--- src/rtl/mwrite_queue.sv ---
// In-order store queue between the memory-access write stage and the data-memory write port.
// It also flags read-after-write hazards against pending and incoming stores.
module mwrite_queue #(
  parameter int unsigned DEPTH = 4,
  parameter int unsigned PTR_W = 2
) (
  input  logic             CLK,
  input  logic             RST,
  input  logic             MEMR_MEM_W_VALID,
  input  logic [31:0]      MEMR_MEM_W_ADDR,
  input  logic [3:0]       MEMR_MEM_W_STRB,
  input  logic [31:0]      MEMR_MEM_W_DATA,
  output logic             MEMR_MEM_W_READY,
  output logic             MEM_W_VALID,
  output logic [31:0]      MEM_W_ADDR,
  output logic [3:0]       MEM_W_STRB,
  output logic [31:0]      MEM_W_DATA,
  input  logic             MEM_W_READY,
  input  logic [31:0]      HZ_ADDR,
  output logic             HZ_HIT,
  output logic             EMPTY,
  output logic [PTR_W:0]   COUNT
);

  localparam int unsigned CNT_W = PTR_W + 1;
  localparam logic [CNT_W-1:0] FULL_CNT = CNT_W'(DEPTH);

  typedef struct packed {
    logic [31:0] addr;
    logic [3:0]  strb;
    logic [31:0] data;
  } entry_t;

  entry_t           mem_q [DEPTH];
  entry_t           head;
  logic [PTR_W-1:0] wp_q, wp_d, rp_q, rp_d;
  logic [CNT_W-1:0] count_q, count_d;
  logic             enq, deq;
  logic             unused_hz_lsb;

  assign MEMR_MEM_W_READY = (count_q != FULL_CNT);
  assign MEM_W_VALID      = (count_q != '0);
  assign EMPTY            = (count_q == '0);
  assign COUNT            = count_q;

  // Zero-strobe requests complete the handshake but are never stored.
  assign enq = MEMR_MEM_W_VALID && MEMR_MEM_W_READY && (MEMR_MEM_W_STRB != 4'b0000);
  assign deq = MEM_W_VALID && MEM_W_READY;

  // Head is masked while empty so the memory bus reads zero after reset.
  assign head       = MEM_W_VALID ? mem_q[rp_q] : '0;
  assign MEM_W_ADDR = head.addr;
  assign MEM_W_STRB = head.strb;
  assign MEM_W_DATA = head.data;

  assign unused_hz_lsb = ^HZ_ADDR[1:0];

  always_comb begin
    wp_d    = wp_q;
    rp_d    = rp_q;
    count_d = count_q;
    if (enq) wp_d = wp_q + PTR_W'(1);
    if (deq) rp_d = rp_q + PTR_W'(1);
    case ({enq, deq})
      2'b10:   count_d = count_q + CNT_W'(1);
      2'b01:   count_d = count_q - CNT_W'(1);
      default: count_d = count_q;
    endcase
  end

  always_ff @(posedge CLK or negedge RST) begin
    if (!RST) begin
      wp_q    <= '0;
      rp_q    <= '0;
      count_q <= '0;
    end else begin
      wp_q    <= wp_d;
      rp_q    <= rp_d;
      count_q <= count_d;
    end
  end

  // Entry storage needs no reset; occupancy is tracked by count alone.
  always_ff @(posedge CLK) begin
    if (enq) begin
      mem_q[wp_q] <= '{addr: MEMR_MEM_W_ADDR, strb: MEMR_MEM_W_STRB, data: MEMR_MEM_W_DATA};
    end
  end

  // Word-address match against the incoming request and every occupied slot.
  always_comb begin
    HZ_HIT = enq && (MEMR_MEM_W_ADDR[31:2] == HZ_ADDR[31:2]);
    for (int unsigned i = 0; i < DEPTH; i++) begin
      if ((CNT_W'(PTR_W'(PTR_W'(i) - rp_q)) < count_q) &&
          (mem_q[i].addr[31:2] == HZ_ADDR[31:2])) begin
        HZ_HIT = 1'b1;
      end
    end
  end

endmodule

--- config.mk ---
export PLATFORM = sky130hd
export DESIGN_NAME = mwrite_queue
export DESIGN_NICKNAME = d
export VERILOG_FILES = /design/src/rtl/mwrite_queue.sv
export SDC_FILE = /design/constraint.sdc
export NUM_CORES = 1
export LEC_CHECK = 0
export ABC_CLOCK_PERIOD_IN_PS = 3100
export BUFFER_PORTS_ARGS = -buffer_cell sky130_fd_sc_hd__buf_4
export CAP_MARGIN = 20
export CORE_MARGIN = 2
export CORE_UTILIZATION = 40
export CTS_BUF_LIST = sky130_fd_sc_hd__clkbuf_16
export DETAILED_ROUTE_END_ITERATION = 12
export HOLD_SLACK_MARGIN = 0.03
export SLEW_MARGIN = 20
export SYNTH_ARGS = -nofsm -noshare
export SYNTH_HDL_FRONTEND = slang
export SYNTH_SLANG_ARGS = --single-unit
export TNS_END_PERCENT = 5
--- constraint.sdc ---
create_clock -name CLK -period 3.1 [get_ports CLK]
set_input_delay 0.155 -clock CLK [delete_from_list [all_inputs] [get_ports CLK]]
set_output_delay 0.155 -clock CLK [all_outputs]
set_load 0.01 [all_outputs]
## Word level (Yosys, flattened, before mapping)

Memory sizes are Yosys's and may differ from the RTL's.
Cells that the tools add are included.

- Add/subtract/negate cells: 8
- $lt $le $gt $ge: 4
- Equality and inequality tests: 8
- Muxes and demuxes: 8
- Reduce and logical (&&, ||, !) cells: 12

Operators by type and width:

| cell | count |
|---|---|
| 30-bit equality test | 5 |
| 68-bit two-way mux | 1 |
| 2-bit by 3-bit less-than comparator with 1-bit output | 4 |
| 1-bit logical AND | 8 |
| 1-bit two-way mux | 6 |
| 3-bit case mux with 2 select lines | 1 |
| 2-bit by 1-bit adder with 2-bit output (second input constant) | 2 |
| 4-bit nonzero test | 1 |
| 1-bit by 2-bit subtractor with 2-bit output (first input constant) | 2 |
| 2-bit subtractor (first input constant) | 2 |
| 3-bit by 1-bit adder with 3-bit output (second input constant) | 1 |
| 3-bit zero test | 1 |
| 3-bit != test (second input constant) | 1 |
| 3-bit nonzero test | 1 |
| 3-bit by 1-bit subtractor with 3-bit output (second input constant) | 1 |
| 2-bit by 1-bit equality test with 1-bit output (second input constant) | 1 |
| 2-bit equality test (second input constant) | 1 |
| 2-bit nonzero test | 1 |

- Register bits: 7
- Bits in writable memories: 272
- Input port bits: 104
- Output and inout bits: 75
- Word-level logic and storage cells: 44
- Memories: 1

Memory list:

| name | depth | bits a word | read ports | clocked after memory_dff | write ports | RTL line | RTL |
|---|---|---|---|---|---|---|---|
| mem_q | 4 | 68 | 5 | 0 | 1 | 34 | `entry_t mem_q [DEPTH];` |

## Depth between registers and ports, before layout

Gate-level depths: netlist of the first run.

- Word-level depth: 8
- Mapped depth: 10
- Gate-level depth less buffers: 10

## Least setup slack after synthesis of the first run

OpenSTA, ideal clock, no wires.

- Path type: register -> register
- From: reg count_q[0], in the netlist COUNT[0]
- To: mem mem_q[0][0] in the netlist's numbering (enable)
- Library setup time: 0.433 ns
- Arrival time: 2.487 ns
- Required time: 2.667 ns
- Setup slack: 0.180 ns
- Stages on the path, launching flop included: 4
- Buffers on the path: 0
- Period minus slack after synthesis: 2.920 ns
- Path through: dfrtp_1 -> nor2_1 -> a21oi_2 -> and2_1

- Word-level cells in the longest chain between the ends: 5

Ends and longest elaborated chain:

| what | RTL line | RTL |
|---|---|---|
| start: declaration | 37 | `logic [CNT_W-1:0] count_q, count_d;` |
| start signal: assignment | 79 | `count_q <= count_d;` |
| 3-bit != test | 41 | `assign MEMR_MEM_W_READY = (count_q != FULL_CNT);` |
| 1-bit logical AND (2 in series) | 47 | `assign enq = MEMR_MEM_W_VALID && MEMR_MEM_W_READY && (MEMR_MEM_W_STRB != 4'b0000);` |
| 1-bit two-way mux | 85 | `if (enq) begin` |
| 1-bit two-way mux (not written as such) | 86 | `mem_q[wp_q] <= '{addr: MEMR_MEM_W_ADDR, strb: MEMR_MEM_W_STRB, data: MEMR_MEM_W_DATA};` |
| end: declaration | 34 |  |

Every way passes these cells.

## Worst setup path after layout of the first run

- From: reg rp_q[1]
- To: out MEM_W_ADDR[22]

- Word-level cells in the longest chain between the ends: 2

Ends and longest elaborated chain:

| what | RTL line | RTL |
|---|---|---|
| start: declaration | 36 | `logic [PTR_W-1:0] wp_q, wp_d, rp_q, rp_d;` |
| start signal: assignment | 78 | `rp_q <= rp_d;` |
| memory 4 x 68 bit | n/a |  |
| 68-bit two-way mux | 51 | `assign head = MEM_W_VALID ? mem_q[rp_q] : '0;` |
| end: declaration | 15 | `output logic [31:0] MEM_W_ADDR,` |

Every way passes these cells.

==> metrics, run 1 <==
status complete, no violations; VDD IR max ~0.0005 V; met2 Resource Use GR 0.2944; crit start category flop; share of cells above drive strength 1 0.3154; Crit path required time 2940 ps; cts bufs inserted 31; Critical path origin rp_q[1]; P_leak 5.632 nW; area of the mapped netlist 12670 sq um; Die Wd 182 um; Placed Cells 1263; Synth Net Count around 840; Final Max Slew Viols 0; Residual DRC 0; total track usage 0.1845; Root Driver clkbuf_16; final WL 30670 um; clk_lat worst skew 550 ps; fin util 0.5101; commonest non-fill, non-tap cells in the layout edfxtp_1 (272), buf_4 (184), xor2_1 (83); Post-Synthesis Cells 724; M3 GR Usage 0.04212; CP max FO 56; Initial DRC Count 562; min-delay src MEMR_MEM_W_DATA[4]; met1 Usage GRT 0.2601; gpl congestion 0.8163; Vias just under 7000; worst setup path class flop to primary output; Synth top area share 0.6445; measured slew at the worst slew-check pin 910.6 ps; CTS Buffer Depth 3; Reg-to-Reg Start COUNT[2]; setup TNS 0 ps; DR pass1 iterations 7; grt peak-use layer met2; PortBufs 176; RSZ-0062 raised after global routing no; Initial Util 0.4037; adder-cell share of the synthesized area 0.01047; synthesized area per cell 17.50 sq um; Die ar. around 33000 sq um; post-synth top area cell edfxtp_1; initial antenna violation count 2; Routed Antenna Nets 0; FF+latch area 8351 sq um; min-delay worst type primary input to flop; core area 31390 sq um; clk sinks 279; grt ovf 0; minimum period implied by the final worst setup slack 2907 ps; PD cells 872.0 nW/um^2; Final period util 0.9376; synthesis-to-layout area growth 26.36%; most common cell after layout, fill and taps aside edfxtp_1; dpl hpwl 20910 um; clock slew at the register clock pins of the worst setup and hold paths 60 ps; largest net degree at the start of global routing 70; Routed wire per std cell approximately 22 um; Synth Area in Simple Gates 0.06338; H-Tree Depth 1; IO Pins 179; Final setup viols 0; area of the multi-input gates 3964 sq um; Die H about 180 um; Worst Clk Skew 13.36 ps; Yosys Warn Count 0; Synth Area in Compound Gates 0.007602; Std-Cell Rows 65; Via-to-Cell Ratio 5.008; maximum clock frequency 344.1 MHz; Filler cells 2660; number of synthesized register bits 279; number of global-route vias before repair around 7300; CP Capture Type primary output; hold path depth 2; max cap viols 0; CTS tree done; WP data arrival 2750 ps; Synth cell types 32; Layout Cells excl Fill 1389; top cells by area, synth edfxtp_1 (64%), mux4_2 (12%), xor2_1 (5.7%); post-synthesis mux area share 0.1208; FF-to-FF path depth 10; post-synthesis sequential area ratio 0.6583; NumNets Final 1080; largest family of logic cells by synthesized area multiplexers; xor-xnor portion of the synthesized cell area 0.1097; final hold vios 0; Slew headroom 0.3929; first-pass GRT wire length 45290 um
## path summary, 6_finish.rpt
check                                  to  slack [ps]
min in group asynchronous         rp_q[1]         570
max                        MEM_W_ADDR[22]         190
max in group asynchronous         rp_q[0]        2230
min reg2reg                      COUNT[1]         550
min                           mem_q[2][4]         350
max reg2reg                      COUNT[2]         890
## stage by stage
| step | total power, mW | setup slack, ps | cell area [sq um] | hold WS (ps) |
|---|---|---|---|---|
| 6_report | 13.96 | 193.5 | 16010 | 350.9 |
| 5_1_grt | 14.69 | 71.75 | 16010 | 337.4 |
| 4_1_cts | 14.18 | 147.3 | 16010 | 328.4 |
| 3_5_place_dp | 10.72 | 736.4 | 14360 | -20.70 |
| 3_3_place_gp | 10.69 | 728.2 | 14360 | -22.03 |
| 2_1_floorplan | 8.424 | 180.0 | 12670 | -140.6 |
## area by class of cell
type | count | area share
multi-input cells | 381 | 0.2475
clock buffers | 31 | 0.04844
diodes | 1 | 0.0001563
repair buffers | 262 | 0.1388
clock inverters | 22 | 0.009688
well taps | 402 | 0.03141
flip-flops and latches | 279 | 0.5214
inverters | 11 | 0.002578
## power by group
part / leakage, nW / switching, mW / total, mW / internal [mW]
sequential: 2.57 / 0.353 / 5.30 / 4.94
combinational: 2.59 / 2.63 / 5.30 / 2.67
clock: 0.479 / 1.41 / 3.37 / 1.96
total: 5.63 / 4.39 / 14.0 / 9.57
## repair_timing
action	4_1_cts	5_1_grt
setup buffers	0	0
endpoints found under the hold margin	281	0
resized for setup	0	0
hold buffers	72	0
## kinds of logic (layout without fill, tap and decap cells)
logic type	after synthesis	count (layout)
other	0	1
adders and majority gates	10	10
DFF	279	279
buffers and inverters	64	326
AOI/OAI and AO/OA	13	13
and+or+nand+nor	133	133
muxes	68	68
xor gates and xnor gates	157	157
## metal layers
metal / routed length, um / up-vias
met3: 2185 / 34
li1: - / 3230
met2: 14430 / 209
met1: 13580 / 3481
met5: 13 / -
met4: 467 / 2
## sequential cells by signal (all words and copies together) (netlist names)
name and flops:
mem_q 272, COUNT 3, rp_q 2, wp_q 2
## Yosys cell counts (all sizes together)
cell type and n:
nand4 21, and2 4, ha 9, o41ai 1, a21oi 7, clkbuf 10, nand2b 1, nor2 2
nor2b 69, xor2 85, nor4 21, o21ai 2, or4 1, a2111oi 1, inv 11, a2111o 1
xnor2 72, edfxtp 272, nand3 4, nor3 4, nand2 6, mux4 68, o31ai 1, fa 1
dfrtp 7, buf 43
## critical path, stage by stage (launching register included)
cell     delay [ps]
dfrtp_4         610
buf_4           780
mux4_2          460
nor2b_1         160
buf_4           180
Note: power is estimated with default switching activity, not from simulation.
==> inputs of run 2 (changes only) <==
CORE_UTILIZATION = 58   (was 40)
CTS_CLUSTER_DIAMETER = 150   (was not set)
PLACE_DENSITY = 0.81   (was not set)
==> run 2 against run 1 <==
Compared with the run above:
- via count rose by 5.0%
- critical path type unchanged
- combinational power fell by 0.8%
- critical path depth rose by 4
==> metrics, run 2 (same netlist as run 1, synthesis figures left out) <==
max reg flops 272 (unchanged); max cap viols 0 (unchanged); Layout Cells excl Fill 1261 (was 1389); P_leak 5.631 nW (was 5.632 nW); Biggest register mem_q (unchanged); clk_lat worst skew 540 ps (was 550 ps); M3 GR Usage 0.04792 (was 0.04212); clk sinks 279 (unchanged); clock slew at the register clock pins of the worst setup and hold paths 60 ps (about the same); dpl hpwl 19510 um (was 20910 um); FF+latch area 8351 sq um (unchanged); grt ovf 0 (unchanged); Initial Util 0.5862 (was 0.4037); Buf/Inv on CP 1 (was 2); grt peak-use layer met2 (unchanged); number of global-route vias before repair 7658 (was 7302); cts bufs inserted 27 (was 31); gpl congestion 0.9799 (was 0.8163); IO Pins 179 (unchanged); Root Driver clkbuf_16 (unchanged); cts hold-fix bufs 71 (was 72); share of cells above drive strength 1 0.3133 (was 0.3154); CP max FO 28 (was 56); core area 21620 sq um (was 31390 sq um); largest net degree at the start of global routing 70 (unchanged); area of the multi-input gates 3964 sq um (unchanged); setup TNS 0 ps (unchanged); status complete, no violations (unchanged); Via-to-Cell Ratio 5.793 (was 5.008); Die Wd 151.8 um (was 182 um); H-Tree Depth 1 (unchanged); minimum period implied by the final worst setup slack 2972 ps (was 2907 ps); commonest non-fill, non-tap cells in the layout edfxtp_1 (272), buf_4 (185), xor2_1 (83) (was edfxtp_1 (272), buf_4 (184), xor2_1 (83)); post-layout power 14.19 mW (was 13.96 mW); crit-path cells xor2_1, ha_1, a2111o_1, a21oi_1, nand3_1, o31ai_1, or4_1, buf_4 (was buf_4, mux4_2, nor2b_1, buf_4); Final setup viols 0 (unchanged); met1 Usage GRT 0.3479 (was 0.2601); fin util 0.7336 (was 0.5101); Final Max Slew Viols 0 (unchanged); met2 Resource Use GR 0.4309 (was 0.2944); Post-CTS Setup Inserts 0 (unchanged); CTS tree done (unchanged); Filler cells 1312 (was 2660); CP Capture Type primary output (unchanged); Crit path required time 2940 ps (about the same); first-pass GRT wire length 45510 um (was 45290 um); final WL 29960 um (was 30670 um); Slew headroom 0.4581 (was 0.3929); VDD IR max 0.0005882 V (was 0.0004933 V); Residual DRC 0 (unchanged); Routed wire per std cell 23.76 um (was 22.08 um); CTS Buffer Depth 3 (unchanged); measured slew at the worst slew-check pin 812.8 ps (was 910.6 ps); final hold vios 0 (unchanged); Std-Cell Rows 54 (was 65); PortBufs 176 (unchanged); worst setup path class flop to primary output (unchanged); Vias 7305 (was 6956); maximum clock frequency 336.5 MHz (was 344.1 MHz); DR pass1 iterations 5 (was 7); Die H 151.8 um (was 182 um); Die ar. 23050 sq um (was 33120 sq um); Initial DRC Count 602 (was 562); Routed Antenna Nets 0 (unchanged); initial antenna violation count 1 (was 2); WP data arrival 2820 ps (was 2750 ps); crit start category flop (unchanged); total track usage 0.2579 (was 0.1845); PD cells 894.8 nW/um^2 (was 872.0 nW/um^2); min-delay worst type primary input to flop (unchanged); slowest stage delay, CP 730 ps (was 780 ps); synthesis-to-layout area growth 25.16% (was 26.36%); NumNets Final 1074 (was 1080); Final period util 0.9586 (was 0.9376); Placed Cells 1140 (was 1263); most common cell after layout, fill and taps aside edfxtp_1 (unchanged); Worst Clk Skew 18.03 ps (was 13.36 ps); Slowest-stage cell, CP dfrtp_4 (was buf_4); # resized after CTS 0 (unchanged); RSZ-0062 raised after global routing no (unchanged); delay-heaviest family, CP flip-flops (was buffers and inverters)
[run 2: changes by cell type in the layout (fill, tap and decap cells not counted), sizes merged]
cell,change
clkinv,-4
inv,-1
bufinv,+6
buf,-1
clkbuf,-4
clkinvlp,-1
dlygate4sd3,-1
[run 2: area by class of cell]
type	count	share of cell area
antenna	1	0.0001578
tap	280	0.02209
multi-input combinational	381	0.2499
clock buffer	27	0.04260
sequential	279	0.5265
inverter	11	0.002603
timing repair buffer	260	0.1374
clock inverter	22	0.01877
[run 2: metrics by stage]
stage	cell area, sq um	hold WS, ps	worst slack (ps)
3_3_place_gp	14170	-31.25	758.4
2_1_floorplan	12670	-140.6	180.0
4_1_cts	15860	46.92	160.2
5_1_grt	15860	65.19	18.12
3_5_place_dp	14170	-25.06	757.9
6_report	15860	62.08	128.2
[run 2: tightest hold or removal path, delay by kind of cell]
| kind | cells | cell delay [ps] |
|---|---|---|
| simple gates | 1 | 170 |
| xor+xnor | 1 | 130 |
| buf+inv | 1 | 110 |
[run 2: final timing paths]
kind | cells past startpoint | endpoint | slack, ps | start
max in group asynchronous | 3 | rp_q[0] | 2210 | RST
worst max-delay path | 8 | HZ_HIT | 130 | rp_q[1]
worst min register to register | 2 | COUNT[1] | 580 | COUNT[1]
worst min-delay path | 3 | rp_q[0] | 60 | MEM_W_READY
min in group asynchronous | 3 | wp_q[1] | 600 | RST
worst max register to register | 10 | COUNT[2] | 810 | COUNT[2]
[run 2: metal layers]
| metal | vias to the layer above | routed length, um |
|---|---|---|
| li1 | 3211 | - |
| met4 | 0 | 882 |
| met3 | 63 | 2489 |
| met2 | 342 | 15170 |
| met5 | - | 0 |
| met1 | 3689 | 11420 |
[run 2: report_power, final]
group | total [mW] | leakage [nW] | switching, mW | internal [mW]
clock network | 3.61 | 0.495 | 1.37 | 2.24
logic | 5.26 | 2.57 | 2.63 | 2.63
registers | 5.32 | 2.57 | 0.380 | 4.94
total | 14.2 | 5.63 | 4.38 | 9.81
